File: config.mk
export PLATFORM = sky130hd
export DESIGN_NAME = score_arbiter
export DESIGN_NICKNAME = d
export VERILOG_FILES = /design/src/rtl/scoreboard_pkg.sv /design/src/rtl/display_scheduler.sv /design/src/rtl/score_arbiter.sv
export SDC_FILE = /design/constraint.sdc
export NUM_CORES = 1
export LEC_CHECK = 0
export ABC_AREA = 1
export CAP_MARGIN = 20
export CORE_MARGIN = 2
export CORE_UTILIZATION = 42
export CTS_BUF_LIST = sky130_fd_sc_hd__clkbuf_8
export CTS_CLUSTER_SIZE = 28
export DETAILED_ROUTE_END_ITERATION = 16
export GPL_TIMING_DRIVEN = 0
export PLACE_DENSITY = 0.72
export SLEW_MARGIN = 20
export SYNTH_ARGS = -nofsm -noshare
export SYNTH_HDL_FRONTEND = slang
export SYNTH_HIERARCHICAL = 1
export SYNTH_SLANG_ARGS = --single-unit
File: constraint.sdc
create_clock -name clk_1khz_i -period 2.1 [get_ports clk_1khz_i]
set_input_delay 0.525 -clock clk_1khz_i [delete_from_list [all_inputs] [get_ports clk_1khz_i]]
set_output_delay 0.525 -clock clk_1khz_i [all_outputs]
set_load 0.02 [all_outputs]
File: src/rtl/scoreboard_pkg.sv
// Shared types and constants for the two-player scoreboard: score width and limit,
// pending-op encoding and display scheduler state encoding.
package scoreboard_pkg;

  localparam int SCORE_W   = 7;
  localparam int MAX_SCORE = 99;

  typedef enum logic {
    OP_UP   = 1'b0,
    OP_DOWN = 1'b1
  } op_e;

  typedef enum logic {
    ST_ROTATE = 1'b0,
    ST_HOLD   = 1'b1
  } disp_state_e;

  typedef struct packed {
    logic valid;
    op_e  op;
  } slot_t;

  // Saturating step: UP stops at MAX_SCORE, DOWN stops at 0.
  function automatic logic [SCORE_W-1:0] apply_op(input logic [SCORE_W-1:0] score,
                                                  input op_e                op);
    logic [SCORE_W-1:0] result;
    result = score;
    if (op == OP_UP) begin
      if (score != SCORE_W'(MAX_SCORE)) result = score + SCORE_W'(1);
    end else begin
      if (score != '0) result = score - SCORE_W'(1);
    end
    return result;
  endfunction

endpackage

File: src/rtl/display_scheduler.sv
// Chooses which player's score drives the shared 7-seg path: rotates between
// players on a fixed period, and holds a freshly updated player for a longer period.
module display_scheduler
  import scoreboard_pkg::*;
#(
  parameter int SWAP_TICKS = 2000,
  parameter int HOLD_TICKS = 3000
) (
  input  logic i_clk,
  input  logic i_rstN,
  input  logic i_update,
  input  logic i_updPlayer,
  output logic o_dispSel
);

  localparam int MAX_TICKS = (SWAP_TICKS > HOLD_TICKS) ? SWAP_TICKS : HOLD_TICKS;
  localparam int CNT_W     = (MAX_TICKS > 1) ? $clog2(MAX_TICKS) : 1;

  disp_state_e      r_state;
  logic [CNT_W-1:0] r_cnt;
  logic             r_dispSel;

  // An update always wins over the timer so that a new score is shown at once.
  always_ff @(posedge i_clk or negedge i_rstN) begin
    if (!i_rstN) begin
      r_state   <= ST_ROTATE;
      r_cnt     <= CNT_W'(SWAP_TICKS - 1);
      r_dispSel <= 1'b0;
    end else if (i_update) begin
      r_state   <= ST_HOLD;
      r_cnt     <= CNT_W'(HOLD_TICKS - 1);
      r_dispSel <= i_updPlayer;
    end else begin
      case (r_state)
        ST_ROTATE: begin
          if (r_cnt == '0) begin
            r_dispSel <= ~r_dispSel;
            r_cnt     <= CNT_W'(SWAP_TICKS - 1);
          end else begin
            r_cnt <= r_cnt - CNT_W'(1);
          end
        end
        ST_HOLD: begin
          if (r_cnt == '0) begin
            r_state <= ST_ROTATE;
            r_cnt   <= CNT_W'(SWAP_TICKS - 1);
          end else begin
            r_cnt <= r_cnt - CNT_W'(1);
          end
        end
        default: begin
          r_state <= ST_ROTATE;
          r_cnt   <= CNT_W'(SWAP_TICKS - 1);
        end
      endcase
    end
  end

  assign o_dispSel = r_dispSel;

endmodule

File: src/rtl/score_arbiter.sv
// Two-player score keeper: one pending request slot per player, round-robin grant
// of one slot per cycle into saturating 0..99 scores, plus shared display selection.
module score_arbiter
  import scoreboard_pkg::*;
#(
  parameter int SWAP_TICKS = 2000,
  parameter int HOLD_TICKS = 3000
) (
  input  logic               clk_1khz_i,
  input  logic               rst_n_i,
  input  logic               up_a_i,
  input  logic               down_a_i,
  input  logic               up_b_i,
  input  logic               down_b_i,
  output logic [SCORE_W-1:0] score_a_o,
  output logic [SCORE_W-1:0] score_b_o,
  output logic [SCORE_W-1:0] disp_score_o,
  output logic               disp_sel_o,
  output logic               overflow_o
);

  // Index 0 is player A, index 1 is player B throughout.
  slot_t [1:0]              r_slot;
  logic  [1:0][SCORE_W-1:0] r_score;
  logic                     r_favorB;
  logic                     r_overflow;

  logic [1:0] w_up;
  logic [1:0] w_down;
  logic [1:0] w_req;
  op_e  [1:0] w_reqOp;
  logic [1:0] w_grant;
  logic [1:0] w_drop;
  logic       w_update;
  logic       w_dispSel;

  assign w_up   = {up_b_i, down_b_i & 1'b0 | up_b_i & 1'b0 | up_a_i} | {1'b0, 1'b0};
  assign w_down = {down_b_i, down_a_i};

  // Up and down together cancel out; a request into a busy slot is dropped unless
  // that slot is being drained on this same edge.
  always_comb begin
    w_req   = '0;
    w_reqOp = {OP_UP, OP_UP};
    w_drop  = '0;
    w_grant[0] = r_slot[0].valid & (~r_slot[1].valid | ~r_favorB);
    w_grant[1] = r_slot[1].valid & (~r_slot[0].valid |  r_favorB);
    for (int p = 0; p < 2; p++) begin
      w_req[p]   = w_up[p] ^ w_down[p];
      w_reqOp[p] = w_down[p] ? OP_DOWN : OP_UP;
      w_drop[p]  = w_req[p] & r_slot[p].valid & ~w_grant[p];
    end
  end

  assign w_update = |w_grant;

  always_ff @(posedge clk_1khz_i or negedge rst_n_i) begin
    if (!rst_n_i) begin
      r_slot     <= '0;
      r_score    <= '0;
      r_favorB   <= 1'b0;
      r_overflow <= 1'b0;
    end else begin
      for (int p = 0; p < 2; p++) begin
        if (w_req[p] && (!r_slot[p].valid || w_grant[p])) begin
          r_slot[p] <= slot_t'{valid: 1'b1, op: w_reqOp[p]};
        end else if (w_grant[p]) begin
          r_slot[p].valid <= 1'b0;
        end
        if (w_grant[p]) begin
          r_score[p] <= apply_op(r_score[p], r_slot[p].op);
        end
      end
      if (w_update) r_favorB <= w_grant[0];
      if (|w_drop) r_overflow <= 1'b1;
    end
  end

  display_scheduler #(
    .SWAP_TICKS(SWAP_TICKS),
    .HOLD_TICKS(HOLD_TICKS)
  ) u_sched (
    .i_clk       (clk_1khz_i),
    .i_rstN      (rst_n_i),
    .i_update    (w_update),
    .i_updPlayer (w_grant[1]),
    .o_dispSel   (w_dispSel)
  );

  assign score_a_o    = r_score[0];
  assign score_b_o    = r_score[1];
  assign disp_sel_o   = w_dispSel;
  assign disp_score_o = w_dispSel ? r_score[1] : r_score[0];
  assign overflow_o   = r_overflow;

endmodule

==> impl_results.rst <==
.. list-table::
   :header-rows: 1

   * - Metric
     - Value
   * - Sequential-to-total area share from yosys stat
     - 0.368
   * - Number of synthesized flops with an enable pin
     - 0
   * - Category of the worst setup path capture point
     - primary output
   * - Endpoint arrival time on the critical path
     - 1510 ps
   * - Number of I/O port buffers
     - 28
   * - Clk_lat worst skew
     - 290 ps
   * - I/O pin cnt
     - 29
   * - Vias
     - 2113
   * - Final max-slew violation count
     - 0
   * - Worst rel slew slack
     - 0.742
   * - FMAX
     - 491 MHz
   * - Maximum root-to-sink buffer count
     - 2
   * - Post-route worst hold slack
     - 38.6 ps
   * - Cells after DPL
     - 427
   * - Number of cells in the finished layout apart from fillers
     - 436
   * - Sum of routed wire length over all layers
     - 5060 um
   * - Count of unresolved DRC violations after routing
     - 0
   * - Clock Sink Count
     - 34
   * - Power density over cell area
     - 1500 nW/um^2
   * - Via count of the first global-routing pass
     - 2020
   * - Post-layout util
     - 0.527
   * - Antenna violations before repair
     - 0
   * - Number of synthesis warnings
     - 6
   * - RePlAce Congestion
     - 0.837
   * - Critical Path, Cell by Cell
     - buf_4, mux2_2, dlygate4sd2_1
   * - Final number of setup-violating endpoints
     - 0
   * - Pre-Repair DR Iteration Count
     - 4
   * - CP max-delay cell
     - dfrtp_1
   * - Leading cell types by total area after synthesis
     - dfrtp_1 27%, nand2_1 18%, dfstp_2 10%
   * - RSZ-0062 raised after global routing
     - false
   * - Largest fanout on the critical path
     - 10
   * - Overflow after GRT
     - 0
   * - Final clock period utilization by the worst path
     - 0.970
   * - Die Footprint
     - 6180 sq um
   * - Number of flip-flops and latches in the synthesized netlist
     - 34
   * - Highest cell delay on the worst timing path
     - 390 ps
   * - Number of nets in the layout
     - 383
   * - Number of design-rule violations left by the first detailed-router iteration
     - 118
   * - Top-area cell type share of the netlist area
     - 0.267
   * - Cell with the most instances after synthesis
     - nand2_1
   * - Share of cells above drive strength 1
     - 0.143
   * - Crit path launch type
     - flip-flop
   * - H-tree level count
     - 2
   * - Pin count of the biggest net entering global routing
     - 33
   * - Setup TNS Final
     - 0 ps
   * - Time the final worst path needs with I/O delays and setup
     - 2040 ps
   * - MaxCap Viol Count
     - 0
   * - Global-route wire length before repair
     - 9060 um
   * - Post-route ant nets
     - 0
   * - Status
     - finished clean
   * - Dominant register cell in the synthesized netlist
     - dfrtp_1
   * - Die Ht
     - 78.6 um
   * - Average vias per placed instance
     - 4.85
   * - Hold/Removal Path Class
     - in -> async
   * - Core Rows
     - 27
   * - Die Wd
     - 78.6 um
   * - Synth-to-Final Area Change
     - 22.4%
   * - Inserted Clock Buffers
     - 5
   * - Leading area contributor after synthesis
     - dfrtp_1
   * - Clock root buffer
     - clkbuf_8
   * - Ant diodes
     - 0
   * - Category of the critical setup timing path
     - reg -> out
   * - Nets in the synthesized netlist
     - 346
   * - Clock tree from TritonCTS
     - yes
   * - Dpl hpwl
     - 3900 um
   * - Post-synthesis instance area
     - 2340 sq um
   * - Clock skew after layout
     - 10.2 ps
   * - Core box area
     - 5440 sq um
   * - Synth unique cells
     - 28
   * - Gate Count Post-Synth
     - 326
   * - Routed wire length per instance
     - 11.6 um
   * - Avg Cell Area, Syn
     - 7.18 sq um
   * - Required @ worst endpoint
     - 1570 ps
   * - Count of endpoints failing hold in the final timing report
     - 0
   * - Leakage power summed over all cells
     - 1.47 nW
   * - Count of hold-fix buffers inserted at cts
     - 0
   * - Least-Margin Pin Slew
     - 387 ps
   * - Reg clk slew, reported paths
     - 70 ps
   * - Initial core utilization
     - 0.430
   * - Total Routing Usage GR
     - 0.181
   * - Worst IR Drop VDD
     - 0.000987 V
   * - FFs w/ async S/R, synth
     - 1.00
   * - Top cell types by occurrence after synthesis
     - 114 x nand2_1, 43 x inv_1, 25 x dfrtp_1, 25 x nor2_1, 20 x nand3_1
-- kinds of logic after synthesis --
| kind of cell | count (synthesis) | share of synthesized area |
|---|---|---|
| xor gates and xnor gates | 10 | 0.0374 |
| adders and majority gates | 14 | 0.0813 |
| and+or+nand+nor | 182 | 0.335 |
| muxes | 3 | 0.0144 |
| DFF | 34 | 0.368 |
| AOI/OAI and AO/OA | 31 | 0.0727 |
| buffers and inverters | 52 | 0.0904 |
-- metrics by stage --
step	power, mW	setup slack [ps]	area [sq um]
finish	4.29	63.1	2860
global route	4.71	4.05	2860
CTS	4.32	60.6	2860
detailed placement	3.63	37.2	2730
global placement	3.56	-235	2710
floorplan	2.78	405	2340
-- sequential cells by signal, indices dropped and copies added, names as in the netlist --
name and cells:
u_sched/r_cnt 12, u_sched/o_dispSel 1, r_slot 4, r_favorB 1
score_b_o 7, score_a_o 7, u_sched/r_state 1, overflow_o 1
-- critical path: cells and delay by family, from the launching register on --
family	cells	cell delay, ps
DFF	1	390
muxes	1	330
buffers and inverters	2	500
-- layer usage --
layer,global-route usage,share of wire,wire (um),vias up
met4,0.0456,0.012,60,0
li1,-,-,-,1093
met5,0,0,0,-
met3,0.0345,0.033,169,6
met1,0.223,0.46,2320,982
met2,0.324,0.50,2510,32
-- final timing paths --
kind	startpoint	end	slack (ps)	cells after the start
hold reg to reg	u_sched/r_cnt[0]$_DFF_PN1_	u_sched/r_cnt[0]$_DFF_PN1_	450	1
setup reg to reg	r_slot[0]$_DFFE_PN0P_	score_a_o[4]$_DFFE_PN0P_	350	8
min in group clk_1khz_i	u_sched/r_cnt[0]$_DFF_PN1_	u_sched/r_cnt[0]$_DFF_PN1_	450	1
hold / removal	rst_n_i	score_b_o[3]$_DFFE_PN0P_	40	1
setup / recovery	u_sched/o_dispSel$_DFFE_PN0P_	disp_score_o[4]	60	3
max in group asynchronous	rst_n_i	u_sched/r_cnt[9]$_DFF_PN1_	1610	2
-- power breakdown --
group          leakage [nW]  internal [mW]  switching (mW)
Combinational          1.02           1.04            1.39
Sequential            0.380          0.843           0.298
Clock                0.0683          0.476           0.249
Total                  1.47           2.36            1.93
-- what timing repair did --
action,4_1_cts,5_1_grt
setup buffers,1,0
hold endpoints to repair,0,0
endpoints found under the setup margin,7,0
gates resized for setup,8,0
-- cell usage in the layout (no fill, tap or decap), types with 3 or more instances in the layout --
cell type / synthesis / layout
nand2_2: 4 / 4
xnor2_1: 3 / 3
nor3_1: 4 / 4
dfrtp_1: 25 / 25
dlygate4sd2_1: 0 / 7
a21oi_1: 11 / 11
nor2_2: 7 / 7
xor2_1: 7 / 7
mux2_2: 3 / 3
ha_1: 12 / 12
inv_2: 6 / 6
o21ai_0: 9 / 9
nand2_1: 114 / 114
clkdlybuf4s50_1: 0 / 20
dfstp_2: 9 / 9
o21ai_2: 3 / 3
inv_1: 43 / 43
o21ai_1: 6 / 6
nand3_1: 20 / 20
clkbuf_8: 0 / 5
nor2_1: 25 / 25
-- layout make-up --
cell class                      instances  area (sq um)
Fill cell                             514          2570
Multi-Input combinational cell        240          1270
Sequential cell                        34           862
Timing Repair Buffer                   30           294
Inverter                               49           184
Tap cell                               72          90.1
Clock buffer                            5          68.8
Clock inverter                          3          68.8
Buffer                                  3          30.0
No activity file was read; power rests on OpenSTA's default activity.
